`config.mk`:
```
export PLATFORM = sky130hd
export DESIGN_NAME = apb_arbiter_master
export DESIGN_NICKNAME = d
export VERILOG_FILES = /design/src/rtl/apb_arbiter_master.sv
export SDC_FILE = /design/constraint.sdc
export NUM_CORES = 1
export LEC_CHECK = 0
export ABC_CLOCK_PERIOD_IN_PS = 4930
export CAP_MARGIN = 20
export CORE_UTILIZATION = 40
export CTS_CLUSTER_DIAMETER = 200
export CTS_CLUSTER_SIZE = 12
export DETAILED_ROUTE_END_ITERATION = 10
export PLACE_DENSITY = 0.88
export SLEW_MARGIN = 20
export SYNTH_ARGS = -nofsm -noshare
export SYNTH_HDL_FRONTEND = slang
export SYNTH_SLANG_ARGS = --single-unit
```
`constraint.sdc`:
```
create_clock -name clk -period 4.93 [get_ports clk]
set_input_delay 1.2325 -clock clk [delete_from_list [all_inputs] [get_ports clk]]
set_output_delay 1.2325 -clock clk [all_outputs]
set_load 0.01 [all_outputs]
```
`src/rtl/apb_arbiter_master.sv`:
```
// Two-requester APB master: round-robin arbitration, IDLE/SETUP/ACCESS sequencing,
// address-bit slave decode and a PREADY timeout that aborts a stuck transfer.
`timescale 1ns/1ps
module apb_arbiter_master #(
    parameter int ADDR_SIZE  = 32,
    parameter int DATA_WIDTH = 32,
    parameter int SEL_BIT    = 10,
    parameter int TIMEOUT    = 16
) (
    input  logic                  clk,
    input  logic                  rst_n,
    input  logic                  req0,
    input  logic                  req1,
    input  logic [ADDR_SIZE-1:0]  addr0,
    input  logic [ADDR_SIZE-1:0]  addr1,
    input  logic [DATA_WIDTH-1:0] wdata0,
    input  logic [DATA_WIDTH-1:0] wdata1,
    input  logic                  write0,
    input  logic                  write1,
    output logic                  done0,
    output logic                  done1,
    output logic                  err0,
    output logic                  err1,
    output logic [DATA_WIDTH-1:0] rdata0,
    output logic [DATA_WIDTH-1:0] rdata1,
    output logic [ADDR_SIZE-1:0]  PADDR,
    output logic [DATA_WIDTH-1:0] PWDATA,
    output logic                  PWRITE,
    output logic                  PSEL1,
    output logic                  PSEL2,
    output logic                  PENABLE,
    input  logic [DATA_WIDTH-1:0] PRDATA1,
    input  logic [DATA_WIDTH-1:0] PRDATA2,
    input  logic                  PREADY1,
    input  logic                  PREADY2
);
    localparam int CNT_W = $clog2(TIMEOUT) + 1;

    typedef enum logic [1:0] {
        S_IDLE   = 2'd0,
        S_SETUP  = 2'd1,
        S_ACCESS = 2'd2
    } state_t;

    state_t                r_state, w_state_nxt;
    logic [CNT_W-1:0]      r_cnt, w_cnt_nxt;
    logic                  r_last_grant, w_last_grant_nxt;
    logic                  r_port, w_port_nxt;

    logic [ADDR_SIZE-1:0]  w_paddr_nxt;
    logic [DATA_WIDTH-1:0] w_pwdata_nxt;
    logic                  w_pwrite_nxt, w_psel1_nxt, w_psel2_nxt, w_penable_nxt;
    logic                  w_done0_nxt, w_done1_nxt, w_err0_nxt, w_err1_nxt;
    logic [DATA_WIDTH-1:0] w_rdata0_nxt, w_rdata1_nxt;

    logic                  w_req_any, w_grant;
    logic [ADDR_SIZE-1:0]  w_req_addr;
    logic                  w_sel2, w_ready, w_timeout;
    logic [DATA_WIDTH-1:0] w_prdata;

    // When both request, the port that did not win last time goes next.
    assign w_req_any  = req0 | req1;
    assign w_grant    = (req0 & req1) ? ~r_last_grant : req1;
    assign w_req_addr = w_grant ? addr1 : addr0;

    // Only the selected slave's handshake is looked at.
    assign w_sel2    = PADDR[SEL_BIT];
    assign w_ready   = w_sel2 ? PREADY2 : PREADY1;
    assign w_prdata  = w_sel2 ? PRDATA2 : PRDATA1;
    assign w_timeout = !w_ready && (r_cnt == CNT_W'(TIMEOUT - 1));

    always_ff @(posedge clk) begin
        if (!rst_n) begin
            r_state      <= S_IDLE;
            r_cnt        <= '0;
            r_last_grant <= 1'b1;
            r_port       <= 1'b0;
            PADDR        <= '0;
            PWDATA       <= '0;
            PWRITE       <= 1'b0;
            PSEL1        <= 1'b0;
            PSEL2        <= 1'b0;
            PENABLE      <= 1'b0;
            done0        <= 1'b0;
            done1        <= 1'b0;
            err0         <= 1'b0;
            err1         <= 1'b0;
            rdata0       <= '0;
            rdata1       <= '0;
        end else begin
            r_state      <= w_state_nxt;
            r_cnt        <= w_cnt_nxt;
            r_last_grant <= w_last_grant_nxt;
            r_port       <= w_port_nxt;
            PADDR        <= w_paddr_nxt;
            PWDATA       <= w_pwdata_nxt;
            PWRITE       <= w_pwrite_nxt;
            PSEL1        <= w_psel1_nxt;
            PSEL2        <= w_psel2_nxt;
            PENABLE      <= w_penable_nxt;
            done0        <= w_done0_nxt;
            done1        <= w_done1_nxt;
            err0         <= w_err0_nxt;
            err1         <= w_err1_nxt;
            rdata0       <= w_rdata0_nxt;
            rdata1       <= w_rdata1_nxt;
        end
    end

    always_comb begin
        w_state_nxt = r_state;
        case (r_state)
            S_IDLE:   if (w_req_any) w_state_nxt = S_SETUP;
            S_SETUP:  w_state_nxt = S_ACCESS;
            S_ACCESS: if (w_ready || w_timeout) w_state_nxt = S_IDLE;
            default:  w_state_nxt = S_IDLE;
        endcase
    end

    // Next values of every registered output, so nothing toggles combinationally.
    always_comb begin
        w_cnt_nxt        = r_cnt;
        w_last_grant_nxt = r_last_grant;
        w_port_nxt       = r_port;
        w_paddr_nxt      = PADDR;
        w_pwdata_nxt     = PWDATA;
        w_pwrite_nxt     = PWRITE;
        w_psel1_nxt      = PSEL1;
        w_psel2_nxt      = PSEL2;
        w_penable_nxt    = PENABLE;
        w_done0_nxt      = 1'b0;
        w_done1_nxt      = 1'b0;
        w_err0_nxt       = 1'b0;
        w_err1_nxt       = 1'b0;
        w_rdata0_nxt     = rdata0;
        w_rdata1_nxt     = rdata1;
        case (r_state)
            S_IDLE: begin
                if (w_req_any) begin
                    w_port_nxt       = w_grant;
                    w_last_grant_nxt = w_grant;
                    w_paddr_nxt      = w_req_addr;
                    w_pwdata_nxt     = w_grant ? wdata1 : wdata0;
                    w_pwrite_nxt     = w_grant ? write1 : write0;
                    w_psel1_nxt      = ~w_req_addr[SEL_BIT];
                    w_psel2_nxt      = w_req_addr[SEL_BIT];
                    w_penable_nxt    = 1'b0;
                end
            end
            S_SETUP: begin
                w_penable_nxt = 1'b1;
                w_cnt_nxt     = '0;
            end
            S_ACCESS: begin
                if (w_ready || w_timeout) begin
                    w_done0_nxt   = ~r_port;
                    w_done1_nxt   = r_port;
                    w_err0_nxt    = w_timeout & ~r_port;
                    w_err1_nxt    = w_timeout & r_port;
                    w_psel1_nxt   = 1'b0;
                    w_psel2_nxt   = 1'b0;
                    w_penable_nxt = 1'b0;
                    if (w_timeout) begin
                        if (r_port) w_rdata1_nxt = '0;
                        else        w_rdata0_nxt = '0;
                    end else if (!PWRITE) begin
                        if (r_port) w_rdata1_nxt = w_prdata;
                        else        w_rdata0_nxt = w_prdata;
                    end
                end else begin
                    w_cnt_nxt = r_cnt + CNT_W'(1);
                end
            end
            default: ;
        endcase
    end
endmodule

```
# Word-level counts from Yosys, hierarchy flattened
# Cells that the tools add are included.
[word_totals] input_bits=200 regBits=145 out_inout_bits=136 elab_cells=72
[classes] n_reduce_logical=15 bitwise_logic=7 muxes=26 eq_ne=7 add_sub_neg=1
[op_table] op="$mux W32" n=11
[op_table] op="$pmux W5 S2" n=1
[op_table] op="$reduce_and A3 Y1" n=3
[op_table] op="$reduce_and A4 Y1" n=2
[op_table] op="$mux W1" n=7
[op_table] op="$ne A2 B2 Y1 const B" n=3
[op_table] op="$pmux W2 S3" n=1
[op_table] op="$reduce_and A2 Y1" n=3
[op_table] op="$add A5 B1 Y5 const B" n=1
[op_table] op="$eq A5 B4 Y1 const B" n=1
[op_table] op="$mux W5" n=1
[op_table] op="$mux W2" n=2
[op_table] op="$pmux W1 S2" n=2
[op_table] op="$reduce_bool A2 Y1" n=2
[op_table] op="$and A1 B1 Y1" n=3
[op_table] op="$not A1 Y1" n=3
[op_table] op="$pmux W1 S3" n=1
[op_table] op="$reduce_bool A3 Y1" n=1
[op_table] op="$eq A2 B1 Y1 const B" n=1
[op_table] op="$eq A2 B2 Y1 const B" n=1
[op_table] op="$logic_not A2 Y1" n=1
[op_table] op="$ne A2 B1 Y1 const B" n=1
[op_table] op="$logic_and A1 B1 Y1" n=1
[op_table] op="$logic_not A1 Y1" n=1
[op_table] op="2 further kinds" n=2

# Logic depth before layout (Yosys ltp)
# Gate-level depths: netlist (run 1).
[logic_depth] word_depth=6 ltp_mapped=10 ltp_nobuf=7

# Least setup slack after synthesis (run 1)
# OpenSTA, ideal clock, no wires.
[synth_path] kind="input-to-reg" startpoint="input port PREADY2" endpoint="register rdata1[0]" slack_ps=2544 cell_stages=5 required_time_ps=4858 arrival_ps=2314 path_cell_list="mux2i_2 > nor4_1 > a41oi_2 > buf_6 > mux2i_1"
[synth_via] elab_chain_len=5 elab_cells_between_ends=7
[synth_lines] element="from (decl)" line_no="35" rtl="input logic PREADY2"
[synth_lines] element="$mux W1 (*)" line_no="68" rtl="assign w_ready = w_sel2 ? PREADY2 : PREADY1;"
[synth_lines] element="$logic_not A1 Y1" line_no="70" rtl="assign w_timeout = !w_ready && (r_cnt == CNT_W'(TIMEOUT - 1));"
[synth_lines] element="$logic_and A1 B1 Y1" line_no="70"
[synth_lines] element="$ne A2 B1 Y1 (no line) / $logic_or A1 B1 Y1 (equally long branches)"
[synth_lines] element="$reduce_and A4 Y1 (no line)"
[synth_lines] element="to (signal assigned)" line_no="106" rtl="rdata1 <= w_rdata1_nxt;"
[synth_lines] element="to (decl)" line_no="25" rtl="output logic [DATA_WIDTH-1:0] rdata1,"
# Mark *: on every way between the ends. The rest lies on a longest branch, timed or not.
# A chain may end at the register's enable or synchronous reset.

# Worst setup path in the final report (run 1)
[layout_path] startpoint="input port req0" endpoint="register PWDATA[8]"
[layout_via] elab_chain_len=3 elab_cells_between_ends=5
[layout_lines] element="from (decl)" line_no="12" rtl="input logic req0,"
[layout_lines] element="$and A1 B1 Y1" line_no="63" rtl="assign w_grant = (req0 & req1) ? ~r_last_grant : req1;"
[layout_lines] element="$mux W1" line_no="63"
[layout_lines] element="$mux W32" line_no="143" rtl="w_pwdata_nxt = w_grant ? wdata1 : wdata0;"
[layout_lines] element="to (signal assigned)" line_no="96" rtl="PWDATA <= w_pwdata_nxt;"
[layout_lines] element="to (decl)" line_no="27" rtl="output logic [DATA_WIDTH-1:0] PWDATA,"
# Several ways; a longest one is shown, not always the timed one.

==> impl_metrics.env, run 1 <==
export IMPL_status="complete, no violations"
export IMPL_r2r_end="rdata0[6]$_SDFFE_PN0P_"
export IMPL_path_clk_slew_ns=0.06
export IMPL_finalNetCount=1238
export IMPL_diodes=0
export IMPL_startpoint_type="primary input"
export IMPL_grt_ovfl_total=0
export IMPL_slew_violations=0
export IMPL_vias=6427
export IMPL_arrival_ns=3.38
export IMPL_post_route_period_util=0.616
export IMPL_synth_nets=939
export IMPL_peakVddDrop_v=0.000231
export IMPL_post_cts_buffers=0
export IMPL_core_rowCount=46
export IMPL_multiInputGateArea_um2=3220
export IMPL_postLayoutSetupSlackWorst_ns=1.90
export IMPL_final_common_cell="clkdlybuf4s50_1"
export IMPL_clock_sinks=145
export IMPL_cts_buffers=17
export IMPL_hpwl_mm=15.1
export IMPL_nFillCells=1234
export IMPL_max_freq_mhz=330
export IMPL_placed_area_um2=9980
export IMPL_first_pass_iters=5
export IMPL_slew_limit_headroom=0.399
export IMPL_portBuffers=335
export IMPL_dieArea_um2=16800
export IMPL_gp_congestion=0.778
export IMPL_ff_latch_area_um2=2900
export IMPL_hp_class="reg -> reg"
export IMPL_crit_path_end_kind="flop"
export IMPL_cp_required_ns=5.28
export IMPL_vias_per_cell=5.09
export IMPL_ys_seq_area_frac=0.444
export IMPL_clock_path_buffers=2
export IMPL_core_area_um2=15900
export IMPL_yosys_area_top_type="dfxtp_1"
export IMPL_crit_type="in -> reg"
export IMPL_min_to="rdata0[4]$_SDFFE_PN0P_"
export IMPL_holdPathStages=2
export IMPL_syn_cell_area_um2=6530
export IMPL_grt_pass1_vias=6007
export IMPL_r2r_setup_slack_ns=2.28
export IMPL_drc=0
export IMPL_stdcell_area_um2=10600
export IMPL_clock_latency_ns=0.42
export IMPL_die_y_um=130
export IMPL_yosys_top_cells_area="dfxtp_1, mux2i_1, nand2_1, a21oi_1, o21ai_0"
export IMPL_finalSetupTns_ns=0
export IMPL_hold_viol=0
export IMPL_tightest_slew_ns=0.901
export IMPL_synth_top_area_frac=0.444
export IMPL_synth_seq_cells=145
export IMPL_fin_crit_ns=3.03
export IMPL_setup_viol=0
export IMPL_crit_fanout=99
export IMPL_timing_rr_start="PADDR[10]$_SDFFE_PN0P_"
export IMPL_synth_warnings=0
export IMPL_wl_per_cell_um=16.7
export IMPL_htree_levels=4
export IMPL_grt_usage=0.240
export IMPL_die_w_um=130
export IMPL_synth_cells=737
export IMPL_layout_common_cells="clkdlybuf4s50_1, dfxtp_1, nand2_1"
export IMPL_ff2ff_path_depth=6
export IMPL_hold_buffers=0
export IMPL_cts_resized=0
export IMPL_rsz0062_at_grt="no"
export IMPL_drv_cap=0
export IMPL_grt_max_degree=100
export IMPL_drive_above_1_share=0.0468
export IMPL_pre_cts_ws_ns=1.52
export IMPL_fin_skew_ns=0.00964
export IMPL_p_leak_nw=4.41
export IMPL_grt_antenna_before_repair=0
export IMPL_grt_pass1_wl_mm=30.9
export IMPL_ant_nets=0
export IMPL_power_density_nw_per_um2=314
export IMPL_synth_cell_types=34
export IMPL_hold_start="rdata0[4]$_SDFFE_PN0P_"
export IMPL_drtIter0Drc=271
export IMPL_cts_tree="yes"
export IMPL_syn_area_per_cell_um2=8.86
export IMPL_cts_root_buf="clkbuf_16"
export IMPL_ioPinCount=336
export IMPL_syn_to_final_growth_pct=62.0
export IMPL_start_util=0.411
export IMPL_wl_mm=21.1
how the worst max path moves through the flow:
| stage | end | from | cells after the start |
|---|---|---|---|
| 2_1_floorplan | rdata1[0]$_SDFFE_PN0P_ | PREADY2 | 5 |
| 3_3_place_gp | PWDATA[9]$_SDFFE_PN0P_ | req0 | 5 |
| 3_5_place_dp | PWDATA[21]$_SDFFE_PN0P_ | req0 | 5 |
| 4_1_cts | PWDATA[8]$_SDFFE_PN0P_ | req0 | 5 |
| 5_1_grt | PWDATA[3]$_SDFFE_PN0P_ | req0 | 5 |
| 6_report | PWDATA[8]$_SDFFE_PN0P_ | req0 | 5 |
cell type report:
cell class,count,share of cell area
clock buffer,21,0.0445
clock inverter,9,0.0124
inverter,38,0.0135
multi-input combinational,490,0.304
sequential,145,0.274
tap,216,0.0255
timing repair buffer,344,0.325
logic make-up after synthesis:
kind of cell / after synthesis / share of synthesized area
DFF: 145 / 0.444
buffers and inverters: 102 / 0.0697
muxes: 134 / 0.206
adders and majority gates: 2 / 0.00383
AOI/OAI and AO/OA: 183 / 0.169
and+or+nand+nor: 171 / 0.107
flip-flops by register name (all words and copies together), names as in the netlist:
signal,cells
PSEL1,1
rdata1,32
PSEL2,1
PWRITE,1
err0,1
r_last_grant,1
r_port,1
PENABLE,1
done1,1
PWDATA,32
PADDR,32
done0,1
err1,1
r_state,2
rdata0,32
r_cnt,5
routing by layer:
metal  vias up  global-route usage  part of all wire
met5         -                   0                 0
met4         0               0.103             0.027
met3        39              0.0857             0.097
met2       278               0.405              0.48
met1      2951               0.273              0.40
li1       3159                   -                 -
critical path, cell delays in order:
cell and delay [ns]:
clkdlybuf4s50_1 0.61, o21a_4 0.74, buf_4 0.42, o21ai_0 0.14, a21oi_1 0.17
power by group:
part	total, W	switching [W]	internal, W	leakage, nW
Clock	0.00132	0.000493	0.000830	0.287
Sequential	0.00131	0.0000540	0.00126	1.19
Combinational	0.000694	0.000309	0.000385	2.94
Total	0.00333	0.000856	0.00247	4.41
Yosys cell counts, drive strengths merged:
cell     number
o2bb2ai       1
and3          2
o21ai        66
o311ai        1
o21a          1
nor3b         1
mux2          1
nand3         5
o32ai        33
a21oi        67
o211ai        1
nor4          2
nor3          4
buf          29
dfxtp       145
clkbuf       35
o211a         2
nand2       137
a31oi         3
nor2          9
a41oi         2
inv          38
mux2i       133
nor2b         7
ha            2
nand2b        4
a22oi         1
a21boi        1
o22ai         3
a22o          1
per-stage QoR:
step	total power [W]	hold WS, ns	utilization	cells
2_1_floorplan	0.00164	0.454	-	737
6_report	0.00333	0.458	0.666	1263
3_5_place_dp	0.00202	0.452	0.628	1233
4_1_cts	0.00335	0.460	0.666	1263
3_3_place_gp	0.00201	0.444	0.628	1233
5_1_grt	0.00348	0.472	0.666	1263
Power figures use the tool's default switching activity.
==> run 2: changes to the inputs <==
--- a/config.mk
+++ b/config.mk
@@ -5,7 +5,7 @@
 export SDC_FILE = /design/constraint.sdc
 export NUM_CORES = 1
 export LEC_CHECK = 0
-export ABC_CLOCK_PERIOD_IN_PS = 4930
+export ABC_CLOCK_PERIOD_IN_PS = 2900
 export CAP_MARGIN = 20
 export CORE_UTILIZATION = 40
 export CTS_CLUSTER_DIAMETER = 200
==> constraint.sdc (replaced) <==
create_clock -name clk -period 2.9 [get_ports clk]
set_input_delay 0.725 -clock clk [delete_from_list [all_inputs] [get_ports clk]]
set_output_delay 0.725 -clock clk [all_outputs]
set_load 0.01 [all_outputs]
==> run 2 against run 1 <==
Clock skew increased by 0.00068 ns. Largest power group unchanged. Non-clock buffer count rose by 13. Critical path depth up 3.
==> impl_metrics.env, run 2 (synthesis gave the netlist of run 1 again) <==
export IMPL_status="complete, no violations"
export IMPL_arrival_ns=2.60
export IMPL_nFillCells=1237
export IMPL_drc=0
export IMPL_fin_crit_ns=2.28
export IMPL_grt_usage=0.253
export IMPL_crit_fanout=26
export IMPL_vias=6580
export IMPL_hold_viol=0
export IMPL_hpwl_mm=16.1
export IMPL_die_y_um=130
export IMPL_postLayoutSetupSlackWorst_ns=0.624
export IMPL_drtIter0Drc=291
export IMPL_cts_root_buf="clkbuf_16"
export IMPL_portBuffers=335
export IMPL_grt_pass1_vias=6375
export IMPL_wl_mm=22.2
export IMPL_ioPinCount=336
export IMPL_crit_type="reg -> reg"
export IMPL_startpoint_type="flop"
export IMPL_grt_max_degree=62
export IMPL_cts_buffers=17
export IMPL_drv_cap=0
export IMPL_path_clk_slew_ns=0.06
export IMPL_clock_sinks=145
export IMPL_post_cts_buffers=0
export IMPL_final_common_cell="clkdlybuf4s50_1"
export IMPL_pre_cts_ws_ns=0.401
export IMPL_ant_nets=0
export IMPL_slew_violations=0
export IMPL_cp_slowest_stage_delay_ns=0.35
export IMPL_cts_resized=0
export IMPL_grt_ovfl_total=0
export IMPL_grt_antenna_before_repair=0
export IMPL_crit_chain="ha_1 -> and3_1 -> ha_1 -> buf_4 -> nor2b_1 -> a41oi_4 -> buf_12 -> mux2i_1"
export IMPL_wl_per_cell_um=17.4
export IMPL_clock_latency_ns=0.41
export IMPL_dieArea_um2=16800
export IMPL_tightest_slew_ns=0.835
export IMPL_clock_path_buffers=2
export IMPL_vias_per_cell=5.16
export IMPL_finalSetupTns_ns=0
export IMPL_finalNetCount=1251
export IMPL_post_route_period_util=0.785
export IMPL_p_leak_nw=4.51
export IMPL_htree_levels=4
export IMPL_start_util=0.411
export IMPL_hold_buffers=0
export IMPL_hp_class="reg -> reg"
export IMPL_crit_path_frequent_cell="ha_1"
export IMPL_cp_required_ns=3.22
export IMPL_gp_congestion=0.838
export IMPL_core_rowCount=46
export IMPL_core_area_um2=15900
export IMPL_power_density_nw_per_um2=540
export IMPL_max_freq_mhz=439
export IMPL_cts_tree="yes"
export IMPL_first_pass_iters=5
export IMPL_setup_viol=0
export IMPL_grt_pass1_wl_mm=32.6
export IMPL_rsz0062_at_grt="no"
export IMPL_fin_skew_ns=0.0103
export IMPL_drive_above_1_share=0.0576
export IMPL_crit_path_end_kind="flop"
export IMPL_die_w_um=130
export IMPL_critPathSlowestCell="dfxtp_1"
export IMPL_slew_limit_headroom=0.442
export IMPL_syn_to_final_growth_pct=64.8
export IMPL_peakVddDrop_v=0.000384
export IMPL_layout_common_cells="clkdlybuf4s50_1, dfxtp_1, nand2_1"
==> run 2: final timing paths <==
| check | from | end | slack (ns) | cells after the start |
|---|---|---|---|---|
| max reg2reg | r_cnt[0]$_SDFFE_PN0P_ | rdata0[12]$_SDFFE_PN0P_ | 0.62 | 8 |
| max | r_cnt[0]$_SDFFE_PN0P_ | rdata0[12]$_SDFFE_PN0P_ | 0.62 | 8 |
| min | rdata1[15]$_SDFFE_PN0P_ | rdata1[15]$_SDFFE_PN0P_ | 0.46 | 2 |
| min reg2reg | rdata1[15]$_SDFFE_PN0P_ | rdata1[15]$_SDFFE_PN0P_ | 0.46 | 2 |
==> run 2: per-stage QoR <==
stage | utilization | hold WS [ns] | std cells | instance area, µm² | total power, W
final | 0.678 | 0.458 | 1276 | 10800 | 0.00581
after global routing | 0.677 | 0.481 | 1275 | 10800 | 0.00606
after CTS | 0.677 | 0.460 | 1275 | 10800 | 0.00585
after detailed placement | 0.638 | 0.452 | 1246 | 10100 | 0.00347
after global placement | 0.638 | 0.445 | 1246 | 10100 | 0.00345
after floorplan | - | 0.454 | 737 | 6530 | 0.00278
==> run 2: cell type report <==
class,instances,area (µm²),area share
repair buffers,357,3590,0.334
multi-input cells,490,3220,0.300
flip-flops and latches,145,2900,0.270
clock buffers,19,443,0.0412
well taps,216,270,0.0251
clock inverters,10,185,0.0172
inverters,38,143,0.0133
diodes,1,2.50,0.000233
==> run 2: report_power, final <==
part	switching [W]	internal, W	leakage, nW
registers	0.0000855	0.00213	1.19
logic	0.000545	0.000681	3.02
clock network	0.000832	0.00154	0.305
==> run 2: routing by layer <==
| layer | global-route usage | share of wire | vias up |
|---|---|---|---|
| met1 | 0.285 | 0.39 | 3035 |
| met5 | 0 | 0 | - |
| li1 | - | - | 3197 |
| met2 | 0.433 | 0.48 | 305 |
| met3 | 0.0836 | 0.099 | 43 |
| met4 | 0.120 | 0.033 | 0 |
==> run 2: worst max-delay path, delay by kind of cell, from the launching register on <==
kind / cells / cell delay, ns
adders and majority gates: 2 / 0.44
buffers and inverters: 2 / 0.42
and+or+nand+nor: 2 / 0.39
DFF: 1 / 0.35
AOI/OAI and AO/OA: 1 / 0.30
muxes: 1 / 0.26
==> run 3: changes to the inputs <==
--- a/config.mk
+++ b/config.mk
@@ -5,7 +5,7 @@
 export SDC_FILE = /design/constraint.sdc
 export NUM_CORES = 1
 export LEC_CHECK = 0
-export ABC_CLOCK_PERIOD_IN_PS = 2900
+export ABC_CLOCK_PERIOD_IN_PS = 2100
 export CAP_MARGIN = 20
 export CORE_UTILIZATION = 40
 export CTS_CLUSTER_DIAMETER = 200
==> constraint.sdc (replaced) <==
create_clock -name clk -period 2.1 [get_ports clk]
set_input_delay 0.525 -clock clk [delete_from_list [all_inputs] [get_ports clk]]
set_output_delay 0.525 -clock clk [all_outputs]
set_load 0.01 [all_outputs]
==> run 3 against run 2 <==
Fmax increased by 13%. Clock-buffer cell count decreased by 1. Via count increased by 1.4%. Flip-flop and latch count unchanged. Critical path type unchanged. Combinational power increased by 45%. Critical path depth increased by 1. Largest cell class unchanged.
==> impl_metrics.env, run 3 (synthesis gave the netlist of run 1 again) <==
export IMPL_status="complete, no violations"
export IMPL_diodes=0
export IMPL_clock_path_buffers=2
export IMPL_core_area_um2=15900
export IMPL_die_y_um=130
export IMPL_wl_per_cell_um=17.3
export IMPL_core_rowCount=46
export IMPL_vias_per_cell=5.12
export IMPL_crit_type="reg -> reg"
export IMPL_hp_class="reg -> reg"
export IMPL_fin_skew_ns=0.0110
export IMPL_fin_crit_ns=2.01
export IMPL_critPathSlowestCell="dfxtp_2"
export IMPL_tightest_slew_ns=0.602
export IMPL_drv_cap=0
export IMPL_cts_buffers=17
export IMPL_path_clk_slew_ns=0.06
export IMPL_first_pass_iters=4
export IMPL_final_common_cell="clkdlybuf4s50_1"
export IMPL_slew_limit_headroom=0.599
export IMPL_ant_nets=0
export IMPL_clock_sinks=145
export IMPL_grt_pass1_vias=6438
export IMPL_grt_ovfl_total=0
export IMPL_gp_congestion=0.837
export IMPL_layout_common_cells="clkdlybuf4s50_1, dfxtp_1, nand2_1"
export IMPL_grt_usage=0.253
export IMPL_grt_antenna_before_repair=0
export IMPL_power_density_nw_per_um2=707
export IMPL_wl_mm=22.5
export IMPL_grt_pass1_wl_mm=32.5
export IMPL_finalNetCount=1275
export IMPL_crit_fanout=15
export IMPL_cp_required_ns=2.44
export IMPL_drtIter0Drc=339
export IMPL_startpoint_type="flop"
export IMPL_grt_max_degree=63
export IMPL_hpwl_mm=16.4
export IMPL_setup_viol=0
export IMPL_rsz0062_at_grt="no"
export IMPL_peakVddDrop_v=0.000512
export IMPL_die_w_um=130
export IMPL_ioPinCount=336
export IMPL_htree_levels=4
export IMPL_fin_util=0.697
export IMPL_start_util=0.411
export IMPL_crit_path_end_kind="flop"
export IMPL_vias=6671
export IMPL_cp_slowest_stage_delay_ns=0.33
export IMPL_drive_above_1_share=0.0893
export IMPL_hold_viol=0
export IMPL_portBuffers=335
export IMPL_arrival_ns=2.36
export IMPL_dieArea_um2=16800
export IMPL_drc=0
export IMPL_clock_latency_ns=0.42
export IMPL_finalSetupTns_ns=0
export IMPL_crit_chain="ha_1 -> and3_1 -> ha_2 -> buf_4 -> nor2b_4 -> buf_12 -> o32ai_1 -> nand2_1 -> mux2i_1"
export IMPL_p_leak_nw=4.66
export IMPL_cts_tree="yes"
export IMPL_cts_root_buf="clkbuf_16"
export IMPL_slew_violations=0
export IMPL_post_route_period_util=0.959
export IMPL_max_freq_mhz=496
export IMPL_syn_to_final_growth_pct=69.6
## run 3: power by group
part / internal [W] / total (W) / switching [W]
logic: 0.00100 / 0.00178 / 0.000783
clock network: 0.00170 / 0.00299 / 0.00128
registers: 0.00294 / 0.00307 / 0.000121
total: 0.00565 / 0.00784 / 0.00219
## run 3: final timing paths
path | from | cells after the start | slack [ns] | endpoint
max | r_cnt[1]$_SDFFE_PN0P_ | 9 | 0.09 | rdata1[6]$_SDFFE_PN0P_
min | rdata0[18]$_SDFFE_PN0P_ | 2 | 0.46 | rdata0[18]$_SDFFE_PN0P_
max reg2reg | r_cnt[1]$_SDFFE_PN0P_ | 9 | 0.09 | rdata1[6]$_SDFFE_PN0P_
min reg2reg | rdata0[18]$_SDFFE_PN0P_ | 2 | 0.46 | rdata0[18]$_SDFFE_PN0P_
## run 3: worst max-delay path: cells and delay by family (launching register included)
kind	cells	cell delay (ns)
simple gates	3	0.48
fa+ha+maj	2	0.37
flops	1	0.33
buf+inv	2	0.31
compound gates	1	0.30
mux	1	0.14
## run 3: routing by layer
metal / routed length (µm) / share of wire / vias up / track usage
li1: - / - / 3250 / -
met1: 8730 / 0.39 / 3101 / 0.273
met2: 11100 / 0.49 / 275 / 0.449
met3: 1870 / 0.083 / 45 / 0.0763
met4: 825 / 0.037 / 0 / 0.131
met5: 0 / 0 / - / 0
## run 3: what timing repair did
item                                    4_1_cts  5_1_grt
endpoints found under the setup margin       64       20
gates cloned                                  2        0
buffers inserted                              2        1
hold buffers                                  0        0
endpoints found under the hold margin         0        0
pin swaps                                     0        1
gates resized for setup                       8        5
## run 3: area by class of cell
type	count	area (µm²)
sequential	145	2910
timing repair buffer	381	3900
clock buffer	18	439
inverter	38	143
fill	1153	4810
tap	216	270
clock inverter	14	149
multi-input combinational	490	3270
## run 3: metrics by stage
step                hold WS [ns]  cells  instance area, µm²  power, W  setup slack, ns
finish                     0.459   1302               11100   0.00784           0.0855
global placement           0.444   1265               10300   0.00482          -0.0835
CTS                        0.460   1301               11000   0.00785           0.0147
floorplan                  0.454    737                6530   0.00384            0.130
detailed placement         0.451   1265               10300   0.00485           -0.162
global route               0.472   1302               11100   0.00815          0.00660
